==> src/rtl/grain_prog_ctrl_pkg.sv <==
// grain_prog_pkg: shared FSM states and CRC-8 helpers for the GrainFlex programming controller
package grain_prog_pkg;

    typedef enum logic [2:0] {
        ST_IDLE,
        ST_LOAD,
        ST_TRAILER,
        ST_RUN,
        ST_ERROR
    } state_t;

    localparam logic [7:0] CRC8_POLY = 8'h07;
    localparam logic [7:0] CRC8_INIT = 8'h00;

    function automatic logic [7:0] crc8_step(input logic [7:0] c, input logic b);
        return {c[6:0], 1'b0} ^ (((c[7] ^ b) != 1'b0) ? CRC8_POLY : 8'h00);
    endfunction

endpackage

==> src/rtl/grain_prog_ctrl_if.sv <==
// grain_prog_ctrl_if: prog pin and config chain bundle between host pins, controller and fabric
interface grain_prog_ctrl_if #(
    parameter int CHAINS    = 1,
    parameter int CHAIN_LEN = 64
);
    logic                               prog_clk;
    logic                               prog_rst;
    logic                               prog_en;
    logic [CHAINS-1:0]                  prog_din;
    logic [CHAINS-1:0]                  prog_dout;
    logic                               cfg_shift_en;
    logic [CHAINS-1:0]                  cfg_data_out;
    logic [CHAINS-1:0]                  cfg_data_in;
    logic                               fabric_reset;
    logic                               cfg_done;
    logic                               cfg_error;
    logic [$clog2(CHAIN_LEN+9)-1:0]     bit_count;

    modport master (
        output prog_clk, prog_rst, prog_en, prog_din, cfg_data_in,
        input  prog_dout, cfg_shift_en, cfg_data_out, fabric_reset, cfg_done, cfg_error, bit_count
    );

    modport slave (
        input  prog_clk, prog_rst, prog_en, prog_din, cfg_data_in,
        output prog_dout, cfg_shift_en, cfg_data_out, fabric_reset, cfg_done, cfg_error, bit_count
    );

endinterface

==> src/rtl/grain_prog_ctrl_sync_edge.sv <==
// grain_sync_edge: multi-stage synchroniser bank with rising-edge detect on bit 0
module grain_sync_edge #(
    parameter int W = 4,
    parameter int S = 2
) (
    input  logic         clk,
    input  logic         rst,
    input  logic [W-1:0] d,
    output logic [W-1:0] q,
    output logic         rise
);
    logic [W-1:0] st [S];
    logic         prev;

    // Every bit walks the same S stages, so data stays aligned with the detected edge
    always_ff @(posedge clk) begin
        if (rst) begin
            for (int i = 0; i < S; i++) st[i] <= '0;
            prev <= 1'b0;
        end else begin
            st[0] <= d;
            for (int i = 1; i < S; i++) st[i] <= st[i-1];
            prev <= st[S-1][0];
        end
    end

    assign q    = st[S-1];
    assign rise = st[S-1][0] & ~prev;

endmodule

==> src/rtl/grain_prog_ctrl.sv <==
// grain_prog_ctrl: synchronises prog pins, shifts config chains, counts bits and checks the CRC-8 trailer
module grain_prog_ctrl
    import grain_prog_pkg::*;
#(
    parameter int CHAINS      = 1,
    parameter int CHAIN_LEN   = 64,
    parameter int SYNC_STAGES = 2,
    parameter int CRC_EN      = 1
) (
    input logic              clk,
    input logic              reset,
    grain_prog_ctrl_if.slave bus
);
    localparam int W  = CHAINS + 3;
    localparam int BW = $clog2(CHAIN_LEN + 9);
    localparam logic [BW-1:0] LOAD_LAST = BW'(CHAIN_LEN - 1);
    localparam logic [BW-1:0] TRL_LAST  = BW'(CHAIN_LEN + 7);

    logic [W-1:0]      sq;
    logic              rise;
    logic [CHAINS-1:0] din_s;
    logic              en_s, rst_s, acc;

    state_t            state, state_n;
    logic [BW-1:0]     cnt, cnt_n, cnt_inc;
    logic [7:0]        crc, crc_n, crc_upd, trl, trl_n, trl_sh;
    logic              shift, shift_n;
    logic [CHAINS-1:0] dout, dout_n, rb;

    grain_sync_edge #(.W(W), .S(SYNC_STAGES)) u_sync (
        .clk  (clk),
        .rst  (reset),
        .d    ({bus.prog_din, bus.prog_en, bus.prog_rst, bus.prog_clk}),
        .q    (sq),
        .rise (rise)
    );

    assign din_s   = sq[W-1:3];
    assign en_s    = sq[2];
    assign rst_s   = sq[1];
    assign acc     = rise & sq[0] & en_s;
    assign cnt_inc = (cnt == '1) ? cnt : cnt + 1'b1;
    assign trl_sh  = {trl[6:0], din_s[0]};

    // CRC absorbs chain 0 first, then the higher chains, all in one edge
    always_comb begin
        crc_upd = crc;
        for (int i = 0; i < CHAINS; i++) crc_upd = crc8_step(crc_upd, din_s[i]);
    end

    // Next-state logic: prog_rst wins over any coincident edge
    always_comb begin
        state_n = state;
        cnt_n   = cnt;
        crc_n   = crc;
        trl_n   = trl;
        shift_n = 1'b0;
        dout_n  = dout;
        if (rst_s) begin
            state_n = ST_IDLE;
            cnt_n   = '0;
            crc_n   = CRC8_INIT;
            trl_n   = '0;
        end else if (acc) begin
            unique case (state)
                ST_IDLE, ST_LOAD: begin
                    shift_n = 1'b1;
                    dout_n  = din_s;
                    crc_n   = crc_upd;
                    cnt_n   = (state == ST_IDLE) ? BW'(1) : cnt_inc;
                    state_n = (cnt == LOAD_LAST && state == ST_LOAD)
                              ? ((CRC_EN != 0) ? ST_TRAILER : ST_RUN) : ST_LOAD;
                end
                ST_TRAILER: begin
                    trl_n   = trl_sh;
                    cnt_n   = cnt_inc;
                    state_n = (cnt != TRL_LAST) ? ST_TRAILER : (trl_sh == crc) ? ST_RUN : ST_ERROR;
                end
                default: ;
            endcase
        end
    end

    // State and output registers; readback sampled every cycle regardless of state
    always_ff @(posedge clk) begin
        if (reset) begin
            state <= ST_IDLE;
            cnt   <= '0;
            crc   <= CRC8_INIT;
            trl   <= '0;
            shift <= 1'b0;
            dout  <= '0;
            rb    <= '0;
        end else begin
            state <= state_n;
            cnt   <= cnt_n;
            crc   <= crc_n;
            trl   <= trl_n;
            shift <= shift_n;
            dout  <= dout_n;
            rb    <= bus.cfg_data_in;
        end
    end

    assign bus.cfg_shift_en = shift;
    assign bus.cfg_data_out = dout;
    assign bus.prog_dout    = rb;
    assign bus.bit_count    = cnt;
    assign bus.cfg_done     = (state == ST_RUN);
    assign bus.cfg_error    = (state == ST_ERROR);
    assign bus.fabric_reset = (state != ST_RUN);

endmodule

==> src/flat_wrapper.sv <==
// flat-port wrapper written by rule: the top's interface ports become plain ports
module grain_prog_ctrl_flat import grain_prog_pkg::*;
#(
    parameter int CHAINS      = 1,
    parameter int CHAIN_LEN   = 64,
    parameter int SYNC_STAGES = 2,
    parameter int CRC_EN      = 1
)
  (clk, reset, bus_prog_clk, bus_prog_rst, bus_prog_en, bus_prog_din, bus_cfg_data_in, bus_prog_dout, bus_cfg_shift_en, bus_cfg_data_out, bus_fabric_reset, bus_cfg_done, bus_cfg_error, bus_bit_count);
  grain_prog_ctrl_if #(.CHAINS(CHAINS), .CHAIN_LEN(CHAIN_LEN)) bus_i ();
  input logic clk;
  input logic reset;
  input wire logic [$bits(bus_i.prog_clk)-1:0] bus_prog_clk;
  input wire logic [$bits(bus_i.prog_rst)-1:0] bus_prog_rst;
  input wire logic [$bits(bus_i.prog_en)-1:0] bus_prog_en;
  input wire logic [$bits(bus_i.prog_din)-1:0] bus_prog_din;
  input wire logic [$bits(bus_i.cfg_data_in)-1:0] bus_cfg_data_in;
  output wire logic [$bits(bus_i.prog_dout)-1:0] bus_prog_dout;
  output wire logic [$bits(bus_i.cfg_shift_en)-1:0] bus_cfg_shift_en;
  output wire logic [$bits(bus_i.cfg_data_out)-1:0] bus_cfg_data_out;
  output wire logic [$bits(bus_i.fabric_reset)-1:0] bus_fabric_reset;
  output wire logic [$bits(bus_i.cfg_done)-1:0] bus_cfg_done;
  output wire logic [$bits(bus_i.cfg_error)-1:0] bus_cfg_error;
  output wire logic [$bits(bus_i.bit_count)-1:0] bus_bit_count;
  assign bus_i.prog_clk = bus_prog_clk;
  assign bus_i.prog_rst = bus_prog_rst;
  assign bus_i.prog_en = bus_prog_en;
  assign bus_i.prog_din = bus_prog_din;
  assign bus_i.cfg_data_in = bus_cfg_data_in;
  assign bus_prog_dout = bus_i.prog_dout;
  assign bus_cfg_shift_en = bus_i.cfg_shift_en;
  assign bus_cfg_data_out = bus_i.cfg_data_out;
  assign bus_fabric_reset = bus_i.fabric_reset;
  assign bus_cfg_done = bus_i.cfg_done;
  assign bus_cfg_error = bus_i.cfg_error;
  assign bus_bit_count = bus_i.bit_count;
  grain_prog_ctrl #(.CHAINS(CHAINS), .CHAIN_LEN(CHAIN_LEN), .SYNC_STAGES(SYNC_STAGES), .CRC_EN(CRC_EN)) u_core (.clk(clk), .reset(reset), .bus(bus_i));
endmodule
==> config.mk <==
export PLATFORM = sky130hd
export DESIGN_NAME = grain_prog_ctrl_flat
export DESIGN_NICKNAME = d
export VERILOG_FILES = /design/src/rtl/grain_prog_ctrl_pkg.sv /design/src/rtl/grain_prog_ctrl_if.sv /design/src/rtl/grain_prog_ctrl_sync_edge.sv /design/src/rtl/grain_prog_ctrl.sv /design/src/flat_wrapper.sv
export SDC_FILE = /design/constraint.sdc
export NUM_CORES = 1
export LEC_CHECK = 0
export BUFFER_PORTS_ARGS = -buffer_cell sky130_fd_sc_hd__buf_4
export CORE_MARGIN = 10
export CORE_UTILIZATION = 53
export CTS_BUF_LIST = sky130_fd_sc_hd__clkbuf_8
export DETAILED_ROUTE_END_ITERATION = 6
export PLACE_DENSITY = 0.87
export SETUP_SLACK_MARGIN = 0.3
export SLEW_MARGIN = 40
export SYNTH_ARGS = -nofsm -noshare
export SYNTH_HDL_FRONTEND = slang
export SYNTH_HIERARCHICAL = 1
export SYNTH_SLANG_ARGS = --single-unit
==> constraint.sdc <==
create_clock -name clk -period 1.8 [get_ports clk]
set_input_delay 0.27 -clock clk [delete_from_list [all_inputs] [get_ports clk]]
set_output_delay 0.27 -clock clk [all_outputs]
set_load 0.05 [all_outputs]
# Word level (Yosys, flattened, before mapping)

Memory sizes are Yosys's and may differ from the RTL's.
Index checks and enable logic that the tools add are counted.

Reductions and logical operators: 10
$add $sub $neg: 1
Mux-type cells: 14
Eq/ne operators: 9
Bitwise operators: 10

Operators by type and width:

| kind                  | number |
|---|---|
| $mux W7               | 2 |
| $pmux W7 S2           | 1 |
| $mux W3               | 3 |
| $eq A8 B8 Y1          | 1 |
| $mux W4               | 2 |
| $xor A8 B8 Y8         | 1 |
| $add A7 B1 Y7 const B | 1 |
| $eq A7 B6 Y1 const B  | 1 |
| $eq A7 B7 Y1 const B  | 1 |
| $ne A7 B7 Y1 const B  | 1 |
| $eq A3 B2 Y1 const B  | 2 |
| $pmux W3 S2           | 1 |
| $reduce_and A2 Y1     | 3 |
| $mux W1               | 4 |
| $reduce_or A2 Y1      | 2 |
| $and A1 B1 Y1         | 3 |
| $eq A3 B1 Y1 const B  | 1 |
| $eq A3 B3 Y1 const B  | 1 |
| $logic_not A3 Y1      | 1 |
| $ne A3 B2 Y1 const B  | 1 |
| $not A1 Y1            | 3 |
| $reduce_and A3 Y1     | 1 |
| $reduce_or A3 Y1      | 1 |
| $mux W2               | 1 |
| other kinds (4)       | 5 |

Word-level logic and storage cells: 53
Memories: 1
RAM bits: 8
Output and inout bits: 13
Flip-flop bits (word level): 29

Memories:

| memory           | words | bits a word | read ports | clocked after Yosys merged registers in | write ports | RTL line                        | RTL |
|---|---|---|---|---|---|---|---|
| u_core.u_sync.st | 2     | 4           | 2          | 0                                       | 2           | grain_prog_ctrl_sync_edge.sv:12 | `logic [W-1:0] st [S];` |

# Depth between registers and ports, before layout

Gate-level depths: netlist of run 1.

Word-level depth: 6
Gate-level depth with buffers: 6
Gate-level depth less buffers: 5

# Modules after synthesis

Netlist of run 1, hierarchy kept.

By module, submodules not included:

| module          | area an instance (µm²) | instances | seq. area each (µm²) | cells each |
|---|---|---|---|---|
| grain_prog_ctrl | 1305.0                 | 1         | 560.5                | 157 |
| grain_sync_edge | 272.8                  | 1         | 180.2                | 23 |

# Worst setup path after synthesis of run 1

Ideal clock, no wire load.

Path kind: reg2reg
Start point: reg u_core.cnt[0], in the netlist u_core/bus.bit_count[0]
End point: reg u_core.cnt[5], in the netlist u_core/bus.bit_count[5]
Stages on the path, launching flop included: 7
Library setup time: 0.073 ns
Setup slack: -0.362 ns
Arrival: 2.089 ns
Cell sequence: dfxtp_1 > ha_1 > and4_1 > a311o_1 > buf_6 > or4_1 > a21oi_1

Longest elaborated chain between the ends: 4
Elaborated cells on any way between the ends: 5

Ends and longest elaborated chain:

| what                                          | RTL line              | RTL |
|---|---|---|
| start: declaration                            | grain_prog_ctrl.sv:25 | `logic [BW-1:0] cnt, cnt_n, cnt_inc;` |
| start signal: assignment                      | grain_prog_ctrl.sv:96 | `cnt <= cnt_n;` |
| $add A7 B1 Y7 or $eq A7 B7 Y1 (tied branches) | grain_prog_ctrl.sv:42 | `assign cnt_inc = (cnt == '1) ? cnt : cnt + 1'b1;` |
| $mux W7 (*)                                   | grain_prog_ctrl.sv:42 |  |
| $mux W7                                       | grain_prog_ctrl.sv:70 | `cnt_n = (state == ST_IDLE) ? BW'(1) : cnt_inc;` |
| $pmux W7 S2 (*)                               | grain_prog_ctrl.sv:65 | `unique case (state)` |

Mark *: on every way between the ends. The rest lies on a longest branch, timed or not.
A chain may end at the register's enable or synchronous reset.

# Worst setup path in the final report of run 1

Start point: reg u_core.cnt[1], in the netlist u_core/bus.bit_count[1]
End point: reg u_core.cnt[3], in the netlist u_core/bus.bit_count[3]

Same word-level chain as after synthesis.

==> results by group, run 1 <==
Run status
  – Outcome: finished clean

Critical path
  – Slowest-stage cell, CP: or3_2
  – Critical Path Fanout Max: 4
  – Startpoint Class: flop
  – Critical path arrival: slightly below 2 ns
  – Crit path largest cell delay: 0.49 ns
  – Req. time, crit path: slightly above 2 ns
  – Crit path cell chain: ha_4 -> and4_4 -> a311o_1 -> or3_2 -> a21oi_2
  – Kind of end point of the critical path: flop
  – Kind of critical path: reg -> reg

Synth
  – Post-Syn Instances: 180
  – Syn avg cell area: 8.77 um^2
  – Ys async rst share: 0%
  – YS warnings: 6
  – FF+latch count, synth: 37
  – Sequential area share after synthesis: 46.9%
  – Post-synth EDFFs: 0
  – Synth Flop Type: dfxtp_1
  – Syn Nets: 188
  – Mapped cell area: 0.00158 mm^2
  – Unique cell type count in the Yosys netlist: 40

Run
  – Max-cap viol count: 0

Clock network
  – CTS tree: yes
  – Worst skew pair latency: approximately 0.29 ns
  – CTS buffer count: 5
  – Clk slew on worst S/H paths: 0.07 ns
  – CTS root buf: clkbuf_8
  – CTS H-tree depth: 2
  – Post-CTS Hold Fix Bufs: 0
  – CTS Sinks: 37
  – CTS Buffer Depth: 2

Floorplan
  – Starting Density: 56.2%
  – Core area: 0.00281 mm^2
  – # rows: 19
  – Die Area: 0.00556 mm^2
  – Die width: 74.6 um
  – Die Y-Extent: 74.6 um
  – IO Count: 20

Route
  – DRT iter0 DRCs: 302
  – Drt wl/cell: 17.9 um
  – Routed Wire Length: approximately 4400 um
  – Vias: 1518
  – Vias per cell: slightly above 6
  – Drt pass-1 iters: 4
  – Residual DRC: 0
  – Antenna Nets Post-Route: 0

Timing
  – Final worst-path cycle share: 96.1%
  – Slew Viols, Final: 0
  – Final Hold Viols: 0
  – Setup Skew: 0.00813 ns
  – Slew margin rel.: 73.1%
  – Unrepaired setup endpoints after global routing: true
  – Max Fclk: 0.578 GHz
  – Fin Hold WS: around 0.19 ns
  – Final setup fails: 0
  – Slew of the pin with the lowest slew margin: 0.403 ns
  – Crit path time final: between 1.5 and 2 ns

Place
  – Placer Congestion: about 0.83
  – Dpl cells: roughly 230
  – PortBufs: 19
  – Post-DP HPWL: 2370 um

Power and ir drop
  – Power per cell area: about 690 mW/mm^2
  – Max VDD drop: between 500 and 600 uV
  – P_leak: 0.876 nW

Final layout
  – Non-Filler Instances: 248
  – Layout cell share with drive strength beyond 1: 37.3%
  – Diodes inserted: 0
  – Final Util: roughly three quarters
  – Area Growth Syn to Fin: 33.8%
  – Fin nets: 224

Global routing
  – GRT Total Usage: between 10% and 20%
  – Vias in the first global route: 1421
  – Largest net degree at the start of global routing: 22
  – Total gr overflow: 0
  – First-pass GRT wire length: roughly 6900 um
  – Antenna violations before repair: 0

Hold path
  – Worst hold path class: in -> reg
==> cell usage after synthesis (2+ instances only) <==
library cell / number / share of area (%)
a21oi_1: 22 / 7.0
a31oi_1: 2 / 0.79
and3_1: 2 / 0.79
buf_4: 4 / 1.9
buf_6: 3 / 2.1
clkbuf_1: 4 / 0.95
dfxtp_1: 37 / 47
inv_1: 4 / 0.95
nand2_1: 28 / 6.7
nand3_1: 11 / 3.5
nand4_1: 2 / 0.79
nor2_1: 6 / 1.4
nor2b_1: 11 / 4.4
nor4_1: 2 / 0.79
nor4b_1: 2 / 1.1
o21ai_0: 4 / 1.3
o41ai_1: 2 / 1.1
or2_2: 2 / 0.79
xnor2_1: 3 / 1.7
xor2_1: 9 / 5.0
==> stage by stage <==
stage                     cell area [um^2]  setup WS, ns  setup TNS (ns)  power [W]
after floorplan                       1610       -0.0392         -0.0443   0.000882
after global placement                1770        0.0906               0   0.000897
after detailed placement              1770       0.00553               0   0.000899
after CTS                             1990        0.0608               0    0.00147
after global routing                  2110        0.0382               0    0.00152
final                                 2110        0.0701               0    0.00146
==> logic make-up after synthesis <==
group	Yosys count	share of synthesized area, %
AO/OA/AOI/OAI	38	14.3
XOR/XNOR	12	6.66
adder cells (fa/ha/maj)	1	0.793
buffers and inverters	17	6.50
flip-flops	37	46.9
multiplexers	1	0.634
AND/OR/NAND/NOR	74	24.2
==> path summary, 6_finish.rpt <==
| kind | start | slack [ns] | cells after the start | end |
|---|---|---|---|---|
| worst max-delay path | u_core/bus.bit_count[1] | 0.07 | 5 | u_core/bus.bit_count[3] |
| worst min-delay path | bus_prog_en | 0.19 | 2 | u_core/u_sync/st[0][2] |
| worst max register to register | u_core/bus.bit_count[1] | 0.07 | 5 | u_core/bus.bit_count[3] |
| worst min register to register | u_core/u_sync/st[0][2] | 0.44 | 1 | u_core/u_sync/st[0][6] |
==> routing by layer <==
metal	global-route usage (%)	routed length, um	vias to the layer above
met3	6.12	492	28
met1	18.6	1640	694
met5	0	0	-
met2	24.6	2120	108
li1	-	-	688
met4	10.1	179	0
==> placed cells by master, fill, tap and decap left out, types with 7 or more instances in the layout <==
cell type / Yosys / layout
buf_4: 4 / 32
nand2_1: 28 / 26
dfxtp_1: 37 / 26
a21oi_1: 22 / 19
nand3_1: 11 / 10
nor2b_1: 11 / 10
xor2_1: 9 / 9
dfxtp_2: 0 / 9
buf_6: 3 / 7
==> sequential cells by signal (all words and copies together) (netlist names) <==
register,flops
u_core/state,3
u_core/bus.bit_count,7
u_core/bus.cfg_shift_en,1
u_core/bus.cfg_data_out,1
u_core/bus.prog_dout,1
u_core/trl,7
u_core/u_sync/prev,1
u_core/crc,8
u_core/u_sync/st,8
==> area by class of cell <==
| class | count | area [um^2] |
|---|---|---|
| repair buffers | 42 | 369 |
| inverters | 4 | 15.0 |
| multi-input cells | 126 | 838 |
| clock inverters | 2 | 7.51 |
| flip-flops and latches | 37 | 759 |
| fillers | 183 | 694 |
| well taps | 31 | 38.8 |
| clock buffers | 6 | 82.6 |
==> report_power, final <==
group	internal (W)	switching, W
Combinational	0.0000250	0.0000314
Clock	0.000301	0.000277
Sequential	0.000826	0.00000502
Total	0.00115	0.000313
==> repair_timing <==
item	CTS	global route
resized for setup	17	23
endpoints found under the setup margin	18	29
setup buffers	9	5
pin swaps	2	7
cloned	0	0
==> worst max-delay path, delay by kind of cell, from the launching register on <==
| family | cells | cell delay (ns) |
|---|---|---|
| simple gates | 2 | 0.68 |
| compound gates | 2 | 0.46 |
| flops | 1 | 0.36 |
| fa+ha+maj | 1 | 0.16 |
Power figures use the tool's default switching activity.
==> run 2: changes to the inputs <==
--- a/config.mk
+++ b/config.mk
@@ -6,11 +6,12 @@
 export NUM_CORES = 1
 export LEC_CHECK = 0
 export BUFFER_PORTS_ARGS = -buffer_cell sky130_fd_sc_hd__buf_4
+export CAP_MARGIN = 20
 export CORE_MARGIN = 10
-export CORE_UTILIZATION = 53
+export CORE_UTILIZATION = 35
 export CTS_BUF_LIST = sky130_fd_sc_hd__clkbuf_8
 export DETAILED_ROUTE_END_ITERATION = 6
-export PLACE_DENSITY = 0.87
+export PLACE_DENSITY = 0.65
 export SETUP_SLACK_MARGIN = 0.3
 export SLEW_MARGIN = 40
 export SYNTH_ARGS = -nofsm -noshare
==> run 2 against run 1 <==
Global-route usage down 6.5 points. Sequential cell count unchanged. Via count down 11%. Final cell count up 7.7%. Register-to-register slack better by 0.03 ns. Critical path type unchanged. Largest cell class unchanged. Largest power group unchanged.
==> results by group, run 2 (same netlist as run 1, synthesis figures left out) <==
Route
  – Vias: 1357
  – Residual DRC: 0
  – DRT iter0 DRCs: 127
  – Routed Wire Length: 3530 um
  – Drt wl/cell: 13.2 um
  – Drt pass-1 iters: 4
  – Vias per cell: 5.08
  – Antenna Nets Post-Route: 0

Clock network
  – CTS tree: yes
  – CTS Sinks: 37
  – Post-CTS Hold Fix Bufs: 0
  – CTS root buf: clkbuf_8
  – CTS H-tree depth: 2
  – CTS Buffer Depth: 2
  – Worst skew pair latency: 0.29 ns
  – CTS buffer count: 5
  – Clk slew on worst S/H paths: around 0.070 ns

Critical path
  – Kind of end point of the critical path: flop
  – Worst reg2reg path depth: 5
  – Startpoint Class: flop
  – Kind of critical path: reg -> reg
  – Req. time, crit path: 2.02 ns
  – Critical Path Fanout Max: 4
  – Critical path arrival: 1.93 ns

Timing
  – Setup Skew: roughly 0.0037 ns
  – Unrepaired setup endpoints after global routing: true
  – Final worst-path cycle share: 94.7%
  – TNS Setup: 0 ns
  – Crit path time final: roughly 1.7 ns
  – Max Fclk: between 0.5 and 0.6 GHz
  – Final Hold Viols: 0
  – Slew margin rel.: a little over 70%
  – Final setup fails: 0
  – Slew Viols, Final: 0
  – Slew of the pin with the lowest slew margin: 0.413 ns

Final layout
  – Commonest non-fill, non-tap cell in the layout: buf_4
  – Diodes inserted: 0
  – Fillers: around 400
  – Area Growth Syn to Fin: 33.8%
  – Fin nets: 222
  – Design Area, Final: 0.00211 mm^2
  – Most frequent cells in the layout: buf_4 (28), nand2_1 (27), dfxtp_1 (25), a21oi_1 (21)
  – Layout cell share with drive strength beyond 1: 35.3%
  – Largest registers: u_core/crc: 8 flops, u_core/u_sync/st: 8 flops

Floorplan
  – # rows: 24
  – Die Y-Extent: slightly below 90 um
  – Die width: slightly below 90 um
  – Die Area: 0.00759 mm^2
  – Starting Density: 36.2%
  – IO Count: 20
  – Core area: ~0.0044 mm^2

Place
  – Placer Congestion: 0.812
  – PortBufs: 19
  – DP Area: between 0.0015 and 0.002 mm^2
  – Post-DP HPWL: between 2000 and 2500 um

Power and ir drop
  – Switching share of power: 21.2%
  – Switching pwr: ~0.00031 W
  – Gate power share: 3.7%
  – Max VDD drop: 441 uV
  – Seq pwr share: 56.9%
  – Power Internal: 0.00115 W
  – P_leak: approximately 0.85 nW
  – Clock share of power: 39.4%
  – Power per cell area: 692 mW/mm^2

Global routing
  – Vias in the first global route: 1320
  – First-pass GRT wire length: 5840 um
  – Largest net degree at the start of global routing: 22
  – GRT Total Usage: under 10%
  – Total gr overflow: 0
  – Antenna violations before repair: 0

Hold path
  – Hold path depth: 2
  – Worst hold path class: in -> reg

Run
  – Max-cap viol count: 0

Run status
  – Outcome: finished clean
run 2: cell types whose count changed in the layout (fill, tap and decap cells not counted), sizes merged:
| cell | before | now |
|---|---|---|
| buf | 42 | 40 |
run 2: layout make-up:
type	instances	area, um^2	share of cell area (%)
repair buffers	40	358	17.0
clock buffers	6	82.6	3.91
clock inverters	2	7.51	0.356
flip-flops and latches	37	761	36.0
multi-input cells	126	822	38.9
inverters	4	15.0	0.711
well taps	52	65.1	3.08
run 2: layer usage:
metal / vias up / GRT usage, % / wire (um)
met5: - / 0 / 0
met4: 0 / 5.51 / 75
met3: 6 / 3.93 / 222
met2: 26 / 14.6 / 1640
met1: 640 / 11.1 / 1600
li1: 685 / - / -
run 2: critical path, cell delays in order (launching register included):
cell and delay, ns:
dfxtp_4 0.36, ha_4 0.15, and4_4 0.18, a311o_1 0.31, or4_1 0.48, a21oi_1 0.15
run 2: power groups by stage:
stage / sequential (W) / combinational, W / clock, W
3_3_place_gp: 0.000848 / 0.0000513 / 0
3_5_place_dp: 0.000849 / 0.0000519 / 0
6_report: 0.000831 / 0.0000543 / 0.000575
2_1_floorplan: 0.000851 / 0.0000310 / 0
4_1_cts: 0.000830 / 0.0000532 / 0.000598
5_1_grt: 0.000831 / 0.0000608 / 0.000637
run 2: metrics by stage:
step / hold WS (ns) / power (W) / setup slack [ns] / util, % / std cells
3_3_place_gp: 0.416 / 0.000900 / 0.103 / 41.2 / 247
3_5_place_dp: 0.423 / 0.000901 / 0.0657 / 41.2 / 247
6_report: 0.187 / 0.00146 / 0.0954 / 48.5 / 267
2_1_floorplan: 0.339 / 0.000882 / -0.0392 / - / 180
4_1_cts: 0.177 / 0.00148 / 0.0965 / 46.6 / 265
5_1_grt: 0.211 / 0.00153 / 0.0488 / 48.5 / 267
run 2: final timing paths:
path	from	end	slack, ns
worst max register to register	u_core/bus.bit_count[1]	u_core/bus.bit_count[5]	0.1
worst min register to register	u_core/u_sync/st[0][0]	u_core/u_sync/st[0][4]	0.44
worst max-delay path	u_core/bus.bit_count[1]	u_core/bus.bit_count[5]	0.1
worst min-delay path	bus_prog_en	u_core/u_sync/st[0][2]	0.19
run 2: timing repair:
item | CTS | global route
hold endpoints to repair | 0 | 0
setup buffers | 10 | 2
pin swaps | 5 | 11
setup endpoints to repair | 20 | 21
resized for setup | 17 | 18
==> run 3: changes to the inputs <==
--- a/config.mk
+++ b/config.mk
@@ -8,12 +8,12 @@
 export BUFFER_PORTS_ARGS = -buffer_cell sky130_fd_sc_hd__buf_4
 export CAP_MARGIN = 20
 export CORE_MARGIN = 10
-export CORE_UTILIZATION = 35
+export CORE_UTILIZATION = 50
 export CTS_BUF_LIST = sky130_fd_sc_hd__clkbuf_8
 export DETAILED_ROUTE_END_ITERATION = 6
-export PLACE_DENSITY = 0.65
+export PLACE_DENSITY = 0.8
 export SETUP_SLACK_MARGIN = 0.3
-export SLEW_MARGIN = 40
+export SLEW_MARGIN = 20
 export SYNTH_ARGS = -nofsm -noshare
 export SYNTH_HDL_FRONTEND = slang
 export SYNTH_HIERARCHICAL = 1
==> constraint.sdc (replaced) <==
create_clock -name clk -period 1.6 [get_ports clk]
set_input_delay 0.24 -clock clk [delete_from_list [all_inputs] [get_ports clk]]
set_output_delay 0.24 -clock clk [all_outputs]
set_load 0.05 [all_outputs]
==> run 3 against run 2 <==
The flow now finishes with violations (setup timing). Routed wire length grew 55%. Combinational power grew 53%. Via count grew 20%. Highest routed layer unchanged.
==> results by group, run 3 (same netlist as run 1, synthesis figures left out) <==
Floorplan
  – IO Count: 20
  – Die width: approximately 76 um
  – # rows: 20
  – Die Area: a little under 0.006 mm^2
  – Starting Density: 52.1%
  – Core area: 0.00303 mm^2
  – Die Y-Extent: 76.2 um

Place
  – Place WS: -0.0744 ns
  – PortBufs: 19
  – Post-DP HPWL: between 2000 and 2500 um
  – DP Area: 0.00186 mm^2
  – Placer Congestion: 0.804

Final layout
  – Final Util: between 80% and 90%
  – Design Area, Final: 0.00250 mm^2
  – Commonest non-fill, non-tap cell in the layout: buf_4
  – Layout cell share with drive strength beyond 1: approximately 53%
  – Area Growth Syn to Fin: 58.8%
  – Most frequent cells in the layout: buf_4 (33), dfxtp_1 (25), nand2_1 (23), buf_6 (18), a21oi_1 (11)
  – Diodes inserted: 0
  – Fin nets: 238
  – Largest registers: u_core/crc: 8 flops, u_core/u_sync/st: 8 flops

Timing
  – Crit path time final: 1.82 ns
  – Unrepaired setup endpoints after global routing: true
  – Max Fclk: between 0.5 and 0.6 GHz
  – Final setup fails: 4
  – Setup Skew: 0.00930 ns
  – Final worst-path cycle share: 114%
  – Final setup slack of the worst path: -0.223 ns
  – Slew Viols, Final: 0
  – Slew margin rel.: 71.9%
  – Slew of the pin with the lowest slew margin: between 0.4 and 0.5 ns
  – TNS Setup: -0.731 ns
  – Final Hold Viols: 0

Global routing
  – Largest net degree at the start of global routing: 17
  – Antenna violations before repair: 0
  – GRT Total Usage: 16.2%
  – Total gr overflow: 0
  – Vias in the first global route: 1564
  – First-pass GRT wire length: 7670 um

Clock network
  – CTS Buffer Depth: 2
  – Worst skew pair latency: ~0.3 ns
  – CTS Sinks: 37
  – Clk slew on worst S/H paths: 0.07 ns
  – CTS H-tree depth: 2
  – CTS buffer count: 5
  – CTS root buf: clkbuf_8
  – Post-CTS Hold Fix Bufs: 0
  – CTS tree: yes

Power and ir drop
  – Total power: 0.00199 W
  – Clock share of power: between 40% and 50%
  – Power per cell area: 795 mW/mm^2
  – Max VDD drop: 756 uV
  – Power Internal: 0.00158 W
  – Gate power share: between 4 and 5%
  – Switching pwr: roughly 0.00041 W
  – Seq pwr share: 46.9%
  – P_leak: ~0.95 nW
  – Switching share of power: 20.5%

Critical path
  – Slowest-stage cell, CP: dfxtp_4
  – Critical path arrival: 2.00 ns
  – Kind of end point of the critical path: flop
  – Req. time, crit path: 1.78 ns
  – Crit path largest cell delay: 0.36 ns
  – Crit path cell chain: ha_4 -> and4_4 -> a311o_1 -> buf_6 -> buf_4 -> mux2i_1 -> nor2_1
  – Worst reg2reg path depth: 7
  – Critical Path Fanout Max: 4
  – Kind of critical path: reg -> reg
  – Startpoint Class: flop

Route
  – Drt pass-1 iters: 4
  – Vias: 1624
  – Antenna Nets Post-Route: 0
  – Routed Wire Length: 5460 um
  – Vias per cell: 5.91
  – Residual DRC: 0
  – DRT iter0 DRCs: 219
  – Drt wl/cell: 19.8 um

Run status
  – Outcome: finished with violations
  – Failing checks: setup timing

Hold path
  – Worst hold path class: in -> reg
  – Hold path depth: 2

Run
  – Max-cap viol count: 0
[run 3: changes by cell type in the layout (fill, tap and decap cells not counted), moves of 3 or more]
cell,previous run,this run
a21oi_1,21,11
o21ai_0,4,1
nand2_2,1,5
nand3_4,0,3
nand3_2,1,4
nand3_1,10,4
nand2_1,27,23
a21oi_2,1,10
buf_6,10,18
buf_4,28,33
[run 3: per-layer routing]
| metal | share of wire, % | wire, um | GRT usage [%] | vias to the layer above |
|---|---|---|---|---|
| li1 | - | - | - | 722 |
| met1 | 38 | 2060 | 16.5 | 778 |
| met2 | 48 | 2610 | 27.3 | 94 |
| met3 | 8.0 | 439 | 6.13 | 30 |
| met4 | 6.4 | 348 | 10.4 | 0 |
| met5 | 0 | 0 | 0 | - |
[run 3: through the flow]
stage / cells / hold slack [ns]
floorplan: 180 / 0.309
global placement: 246 / 0.415
detailed placement: 246 / 0.422
CTS: 266 / 0.140
global route: 275 / 0.136
finish: 275 / 0.148
[run 3: final timing paths]
check,slack [ns],to,from
worst min-delay path,0.15,u_core/u_sync/st[0][2],bus_prog_en
worst max register to register,-0.22,u_core/bus.bit_count[1],u_core/bus.bit_count[1]
worst max-delay path,-0.22,u_core/bus.bit_count[1],u_core/bus.bit_count[1]
worst min register to register,0.44,u_core/u_sync/st[0][5],u_core/u_sync/st[0][1]
[run 3: area by class of cell]
type	instances	area [um^2]
multi-input cells	127	1020
flip-flops and latches	37	761
fillers	159	523
repair buffers	55	515
clock buffers	5	68.8
clock inverters	3	65.1
well taps	44	55.1
inverters	4	18.8
[run 3: power by group through the flow]
stage	logic [W]	registers, W	clock network [W]
finish	0.0000829	0.000934	0.000976
global route	0.0000886	0.000935	0.00104
global placement	0.0000599	0.000953	0
detailed placement	0.0000614	0.000954	0
CTS	0.0000717	0.000933	0.000976
floorplan	0.0000351	0.000957	0
[run 3: what timing repair did]
action | CTS | global route
endpoints found under the hold margin | 0 | 0
endpoints found under the setup margin | 29 | 30
pin swaps | 12 | 11
buffers inserted | 10 | 9
resized for setup | 67 | 23
gates cloned | 2 | 0
[run 3: worst max-delay path, delay by kind of cell (launching register included)]
family | cells | cell delay [ns]
DFF | 1 | 0.36
AOI/OAI and AO/OA | 1 | 0.33
buffers and inverters | 2 | 0.31
and+or+nand+nor | 2 | 0.29
muxes | 1 | 0.27
adders and majority gates | 1 | 0.15
